==> src/rtl/uart_ctrl_pkg.sv <==
// Shared types for the UART transmit arbiter.
package uart_ctrl_pkg;

  typedef enum logic [1:0] {
    IDLE      = 2'd0,
    LOAD      = 2'd1,
    WAIT_BUSY = 2'd2,
    WAIT_DONE = 2'd3
  } arb_state_t;

  typedef logic [7:0] uart_byte_t;

endpackage

==> src/rtl/rr_pick.sv <==
// Combinational round-robin selector: first set request at or above i_ptr, wrapping to 0.
module rr_pick #(
  parameter int unsigned NREQ = 4,
  parameter int unsigned IDXW = 2
) (
  input  logic [NREQ-1:0] i_req,
  input  logic [IDXW-1:0] i_ptr,
  output logic [NREQ-1:0] o_grant,
  output logic [IDXW-1:0] o_idx,
  output logic            o_any
);

  always_comb begin
    o_grant = '0;
    o_idx   = '0;
    o_any   = 1'b0;
    // First pass covers ptr..NREQ-1, second pass the wrapped range below ptr.
    for (int i = 0; i < NREQ; i++) begin
      if (!o_any && i_req[i] && (i >= int'(i_ptr))) begin
        o_any      = 1'b1;
        o_grant[i] = 1'b1;
        o_idx      = IDXW'(i);
      end
    end
    for (int i = 0; i < NREQ; i++) begin
      if (!o_any && i_req[i]) begin
        o_any      = 1'b1;
        o_grant[i] = 1'b1;
        o_idx      = IDXW'(i);
      end
    end
  end

endmodule

==> src/rtl/uart_tx_arbiter.sv <==
// Round-robin scheduler sharing one uart_tx between NREQ byte producers, with bounded bursts.
module uart_tx_arbiter
  import uart_ctrl_pkg::*;
#(
  parameter int unsigned NREQ          = 4,
  parameter int unsigned MAX_BURST     = 16,
  parameter int unsigned START_TIMEOUT = 4
) (
  input  logic                     i_clk,
  input  logic                     i_rst,
  input  logic [NREQ-1:0]          i_req_valid,
  input  logic [NREQ*8-1:0]        i_req_data,
  input  logic [NREQ-1:0]          i_req_last,
  output logic [NREQ-1:0]          o_req_ready,
  output logic [7:0]               o_tx_data,
  output logic                     o_tx_start,
  input  logic                     i_tx_busy,
  input  logic                     i_tx_done,
  output logic [$clog2(NREQ)-1:0]  o_grant_id,
  output logic                     o_active,
  output logic                     o_timeout_err
);

  localparam int unsigned IDXW = $clog2(NREQ);
  localparam int unsigned TOW  = (START_TIMEOUT > 1) ? $clog2(START_TIMEOUT) : 1;

  arb_state_t      r_state;
  logic [IDXW-1:0] r_rr_ptr;
  logic [IDXW-1:0] r_owner;
  logic [7:0]      r_burst_cnt;
  logic [TOW-1:0]  r_to_cnt;
  logic            r_last;
  uart_byte_t      r_tx_data;
  logic            r_tx_start;
  logic            r_active;
  logic            r_timeout_err;

  logic [NREQ-1:0] w_pick_grant;
  logic [IDXW-1:0] w_pick_idx;
  logic            w_pick_any;
  logic [NREQ-1:0] w_owner_onehot;
  logic            w_done_evt;
  logic            w_chain;
  logic            w_timeout;
  logic [IDXW-1:0] w_next_ptr;
  logic [IDXW-1:0] w_acc_idx;
  uart_byte_t      w_acc_data;
  logic            w_acc_last;

  rr_pick #(
    .NREQ (NREQ),
    .IDXW (IDXW)
  ) u_rr_pick (
    .i_req   (i_req_valid),
    .i_ptr   (r_rr_ptr),
    .o_grant (w_pick_grant),
    .o_idx   (w_pick_idx),
    .o_any   (w_pick_any)
  );

  assign w_owner_onehot = {{(NREQ-1){1'b0}}, 1'b1} << r_owner;
  // tx_done only counts once a byte has actually been started.
  assign w_done_evt = ((r_state == WAIT_BUSY) || (r_state == WAIT_DONE)) && i_tx_done;
  assign w_chain    = i_req_valid[r_owner] && !r_last && (r_burst_cnt < 8'(MAX_BURST));
  assign w_timeout  = (r_state == WAIT_BUSY) && !i_tx_busy && !i_tx_done &&
                      (r_to_cnt == TOW'(START_TIMEOUT - 1));
  assign w_next_ptr = (r_owner == IDXW'(NREQ - 1)) ? '0 : r_owner + IDXW'(1);
  assign w_acc_idx  = (r_state == IDLE) ? w_pick_idx : r_owner;

  always_comb begin
    w_acc_data = '0;
    w_acc_last = 1'b0;
    for (int k = 0; k < NREQ; k++) begin
      if (IDXW'(k) == w_acc_idx) begin
        w_acc_data = i_req_data[8*k +: 8];
        w_acc_last = i_req_last[k];
      end
    end
  end

  always_comb begin
    o_req_ready = '0;
    if (r_state == IDLE) begin
      o_req_ready = w_pick_grant;
    end else if (w_done_evt && w_chain) begin
      o_req_ready = w_owner_onehot;
    end
  end

  always_ff @(posedge i_clk) begin
    if (i_rst) begin
      r_state       <= IDLE;
      r_rr_ptr      <= '0;
      r_owner       <= '0;
      r_burst_cnt   <= '0;
      r_to_cnt      <= '0;
      r_last        <= 1'b0;
      r_tx_data     <= '0;
      r_tx_start    <= 1'b0;
      r_active      <= 1'b0;
      r_timeout_err <= 1'b0;
    end else begin
      r_tx_start    <= 1'b0;
      r_timeout_err <= 1'b0;
      if (w_done_evt) begin
        if (w_chain) begin
          r_tx_data   <= w_acc_data;
          r_last      <= w_acc_last;
          r_burst_cnt <= r_burst_cnt + 8'd1;
          r_tx_start  <= 1'b1;
          r_state     <= LOAD;
        end else begin
          r_active <= 1'b0;
          r_rr_ptr <= w_next_ptr;
          r_state  <= IDLE;
        end
      end else begin
        case (r_state)
          IDLE: begin
            if (w_pick_any) begin
              r_tx_data   <= w_acc_data;
              r_last      <= w_acc_last;
              r_owner     <= w_pick_idx;
              r_active    <= 1'b1;
              r_burst_cnt <= 8'd1;
              r_tx_start  <= 1'b1;
              r_state     <= LOAD;
            end
          end
          LOAD: begin
            r_to_cnt <= '0;
            r_state  <= WAIT_BUSY;
          end
          WAIT_BUSY: begin
            if (i_tx_busy) begin
              r_state <= WAIT_DONE;
            end else if (w_timeout) begin
              // The stalled owner still advances the pointer so others get a turn.
              r_timeout_err <= 1'b1;
              r_active      <= 1'b0;
              r_rr_ptr      <= w_next_ptr;
              r_state       <= IDLE;
            end else begin
              r_to_cnt <= r_to_cnt + TOW'(1);
            end
          end
          WAIT_DONE: r_state <= WAIT_DONE;
          default:   r_state <= IDLE;
        endcase
      end
    end
  end

  assign o_tx_data     = r_tx_data;
  assign o_tx_start    = r_tx_start;
  assign o_grant_id    = r_owner;
  assign o_active      = r_active;
  assign o_timeout_err = r_timeout_err;

endmodule

==> config.mk <==
export PLATFORM = sky130hd
export DESIGN_NAME = uart_tx_arbiter
export DESIGN_NICKNAME = d
export VERILOG_FILES = /design/src/rtl/uart_ctrl_pkg.sv /design/src/rtl/rr_pick.sv /design/src/rtl/uart_tx_arbiter.sv
export SDC_FILE = /design/constraint.sdc
export NUM_CORES = 1
export LEC_CHECK = 0
export ABC_AREA = 1
export BUFFER_PORTS_ARGS = -buffer_cell sky130_fd_sc_hd__buf_2
export CORE_MARGIN = 10
export CORE_UTILIZATION = 50
export CTS_CLUSTER_DIAMETER = 120
export CTS_CLUSTER_SIZE = 14
export DETAILED_ROUTE_END_ITERATION = 8
export PLACE_DENSITY = 0.83
export SYNTH_ARGS = -nofsm -noshare
export SYNTH_HDL_FRONTEND = slang
export SYNTH_HIERARCHICAL = 1
export SYNTH_SLANG_ARGS = --single-unit
==> constraint.sdc <==
create_clock -name i_clk -period 2.4 [get_ports i_clk]
set_clock_uncertainty 0.1 [all_clocks]
set_input_delay 0.36 -clock i_clk [delete_from_list [all_inputs] [get_ports i_clk]]
set_output_delay 0.36 -clock i_clk [all_outputs]
set_load 0.005 [all_outputs]
==> reports/metrics.yaml <==
htreeDepth: 1
max_freq_mhz: 456.3
overflow: 0
slew-limit-headroom: 0.6553
grt_pass1_vias: 1960
slowest_stage: "dfxtp_1"
instances_no_fill: 413
min_period_ns: 2.191
yosysSeqAreaShare: 0.2961
cpMostUsedCell: "nand2_1"
drt_iter0_markers: 108
avgSynthCellArea_um2: 6.186
fp-row-count: 22
ir_worst_vdd_uv: 505.0
area_growth_pct: 19.83
place.gp.congestion: 0.9218
via_per_inst: 5.012
cts_made_buffers: 3
post_cts_resize_count: 0
tns_ns: 0
cp-start-kind: "flop"
cp_slowest_stage_delay_ns: 0.58
grt_use_total: 0.1482
ios: 61
routedWlPerCell_um: 12.36
root_buffer: "clkbuf_8"
cp_top_family: "flip-flops"
nets: 416
synth_top_cell_by_area: "dfxtp_1"
synth_area_mm2: 0.001893
dp_slack_ns: 0.4360
seqCellArea_um2: 560.5
ys_ff_latch: 28
clock-sinks: 28
clk_path_buf_depth: 2
clock_latency_ns: 0.28
drv_slew: 0
cp-end-kind: "output port"
synth_area_leaders: "dfxtp_1, nand2_1, nand3_1, nor2_1, inv_1"
critical_path_required_ns: 1.94
setup_ws_ns: 0.2087
path_cells: "inv_2 > nand2_1 > nand3_1 > nand2_1 > nand2_2 > o21ai_0 > buf_2"
synth_edf_count: 0
yosysTopAreaCellShare: 0.2961
fp.dieH_um: 81.53
dieArea_mm2: 0.006647
finalSetupViolations: 0
core-area_mm2: 0.003661
worst_pin_slew_ns: 0.5164
synthArstFlopShare: 0
die-width_um: 81.53
grt_pass1_wl_um: 8231
remaining_drc_errors: 0
hold_viol: 0
p_per_area_mw_per_mm2: 816.4
yosys_warnings: 6
numPortBuffers: 60
critical_path_class: "reg -> out"
crit_arrival_ns: 1.73
start_util: 0.5171
p_leak_nw: 1.216
n_antenna_cell: 0
drive_gt1_frac: 0.2438
multi_input_area_mm2: 0.001139
worstHoldPathType: "in -> reg"
cts_hold_buf: 0
n_fill_cell: 345
syn_inst: 306
drt_wl_total_um: 5103
power_mw: 1.852
clk_pin_slew_worst_paths_ns: 0.09
grt_max_degree: 19
synth_ff_type: "dfxtp_1"
antenna_found_initial: 0
synth.most_common_cell: "nand2_1"
syn_nets: 356
cp.buffers_inverters: 2
outcome: "completed"
first_pass_iters: 4
placedCellCount: 409
drv_cap: 0
fin_hold_ws_ns: 0.2083
hpwlAfterDp_um: 3999
ys_top_cells_by_count: "nand2_1, nor2_1, inv_1"
crit_fanout: 12
cts_tree: "built"
yosysUniqueCellTypes: 24
fin_crit_sh: 0.9131
ant_nets: 0
rsz0062_at_grt: "no"
vias: 2070
cts_setup_buffers: 0
==> kinds of logic (layout without fill, tap and decap cells) <==
logic type      count (synthesis)  count (layout)  synth area share
fa+ha+maj                       6               6           0.03966
compound gates                 29              29           0.07666
xor+xnor                        2               2          0.009255
simple gates                  197             197            0.4759
buf+inv                        44             103            0.1024
flops                          28              28            0.2961
==> worst paths after layout <==
| kind | from | endpoint | slack (ns) | depth (start not counted) |
|---|---|---|---|---|
| worst max-delay path | o_grant_id[0] | o_req_ready[1] | 0.21 | 7 |
| worst min-delay path | i_tx_done | o_timeout_err | 0.21 | 2 |
| worst max register to register | r_rr_ptr[1] | o_tx_data[1] | 0.51 | 13 |
| worst min register to register | r_burst_cnt[7] | r_burst_cnt[7] | 0.35 | 2 |
==> layout make-up <==
| type | instances | area share |
|---|---|---|
| multi-input combinational | 234 | 0.5019 |
| sequential | 28 | 0.2471 |
| timing repair buffer | 62 | 0.1390 |
| tap | 48 | 0.02648 |
| clock buffer | 4 | 0.02427 |
| inverter | 37 | 0.06122 |
==> layer usage <==
layer  vias to the layer above  GRT usage  wire length (µm)  share of wire
met5                         -          0                 0              0
met4                         0    0.02422                 7         0.0014
met3                         2    0.05459               556           0.11
met2                        70     0.2662              2413           0.47
met1                       920     0.1653              2126           0.42
li1                       1078          -                 -              -
==> layout by cell type, fill, tap and decap left out, types with 10 or more instances in the layout <==
master	n
a21oi_1	15
buf_2	60
dfxtp_1	28
inv_1	35
nand2_1	100
nand2_2	10
nand3_1	32
nor2_1	37
o21ai_0	13
==> registers in the layout (all words and copies together), names as in the netlist <==
| register | cells |
|---|---|
| r_to_cnt | 2 |
| r_rr_ptr | 2 |
| o_tx_start | 1 |
| o_timeout_err | 1 |
| o_active | 1 |
| o_tx_data | 8 |
| r_state | 2 |
| o_grant_id | 2 |
| r_burst_cnt | 8 |
| r_last | 1 |
==> worst reg2reg max path, stage by stage, from the launching register on <==
cell     delay [ns]
dfxtp_1        0.37
nand2_1        0.09
nand2_2        0.09
nand2_2        0.07
nor2_4         0.15
nand3_2        0.08
nand3_1        0.11
nand2_1        0.06
nand2_1        0.22
nor2_4         0.11
nand2_1        0.08
nand3_1        0.08
nor2_1         0.12
nor2_1         0.06
==> power breakdown <==
group / internal (mW) / total (mW) / leakage (nW) / switching (mW)
sequential: 0.556 / 0.623 / 0.230 / 0.0675
clock: 0.147 / 0.289 / 0.0288 / 0.142
combinational: 0.335 / 0.939 / 0.957 / 0.604
==> per-stage QoR <==
step	area (µm²)	utilization
4_1_cts	2268	0.6196
6_report	2268	0.6196
3_3_place_gp	2213	0.6046
5_1_grt	2268	0.6196
3_5_place_dp	2213	0.6046
2_1_floorplan	1893	-
No activity file was read; power rests on OpenSTA's default activity.
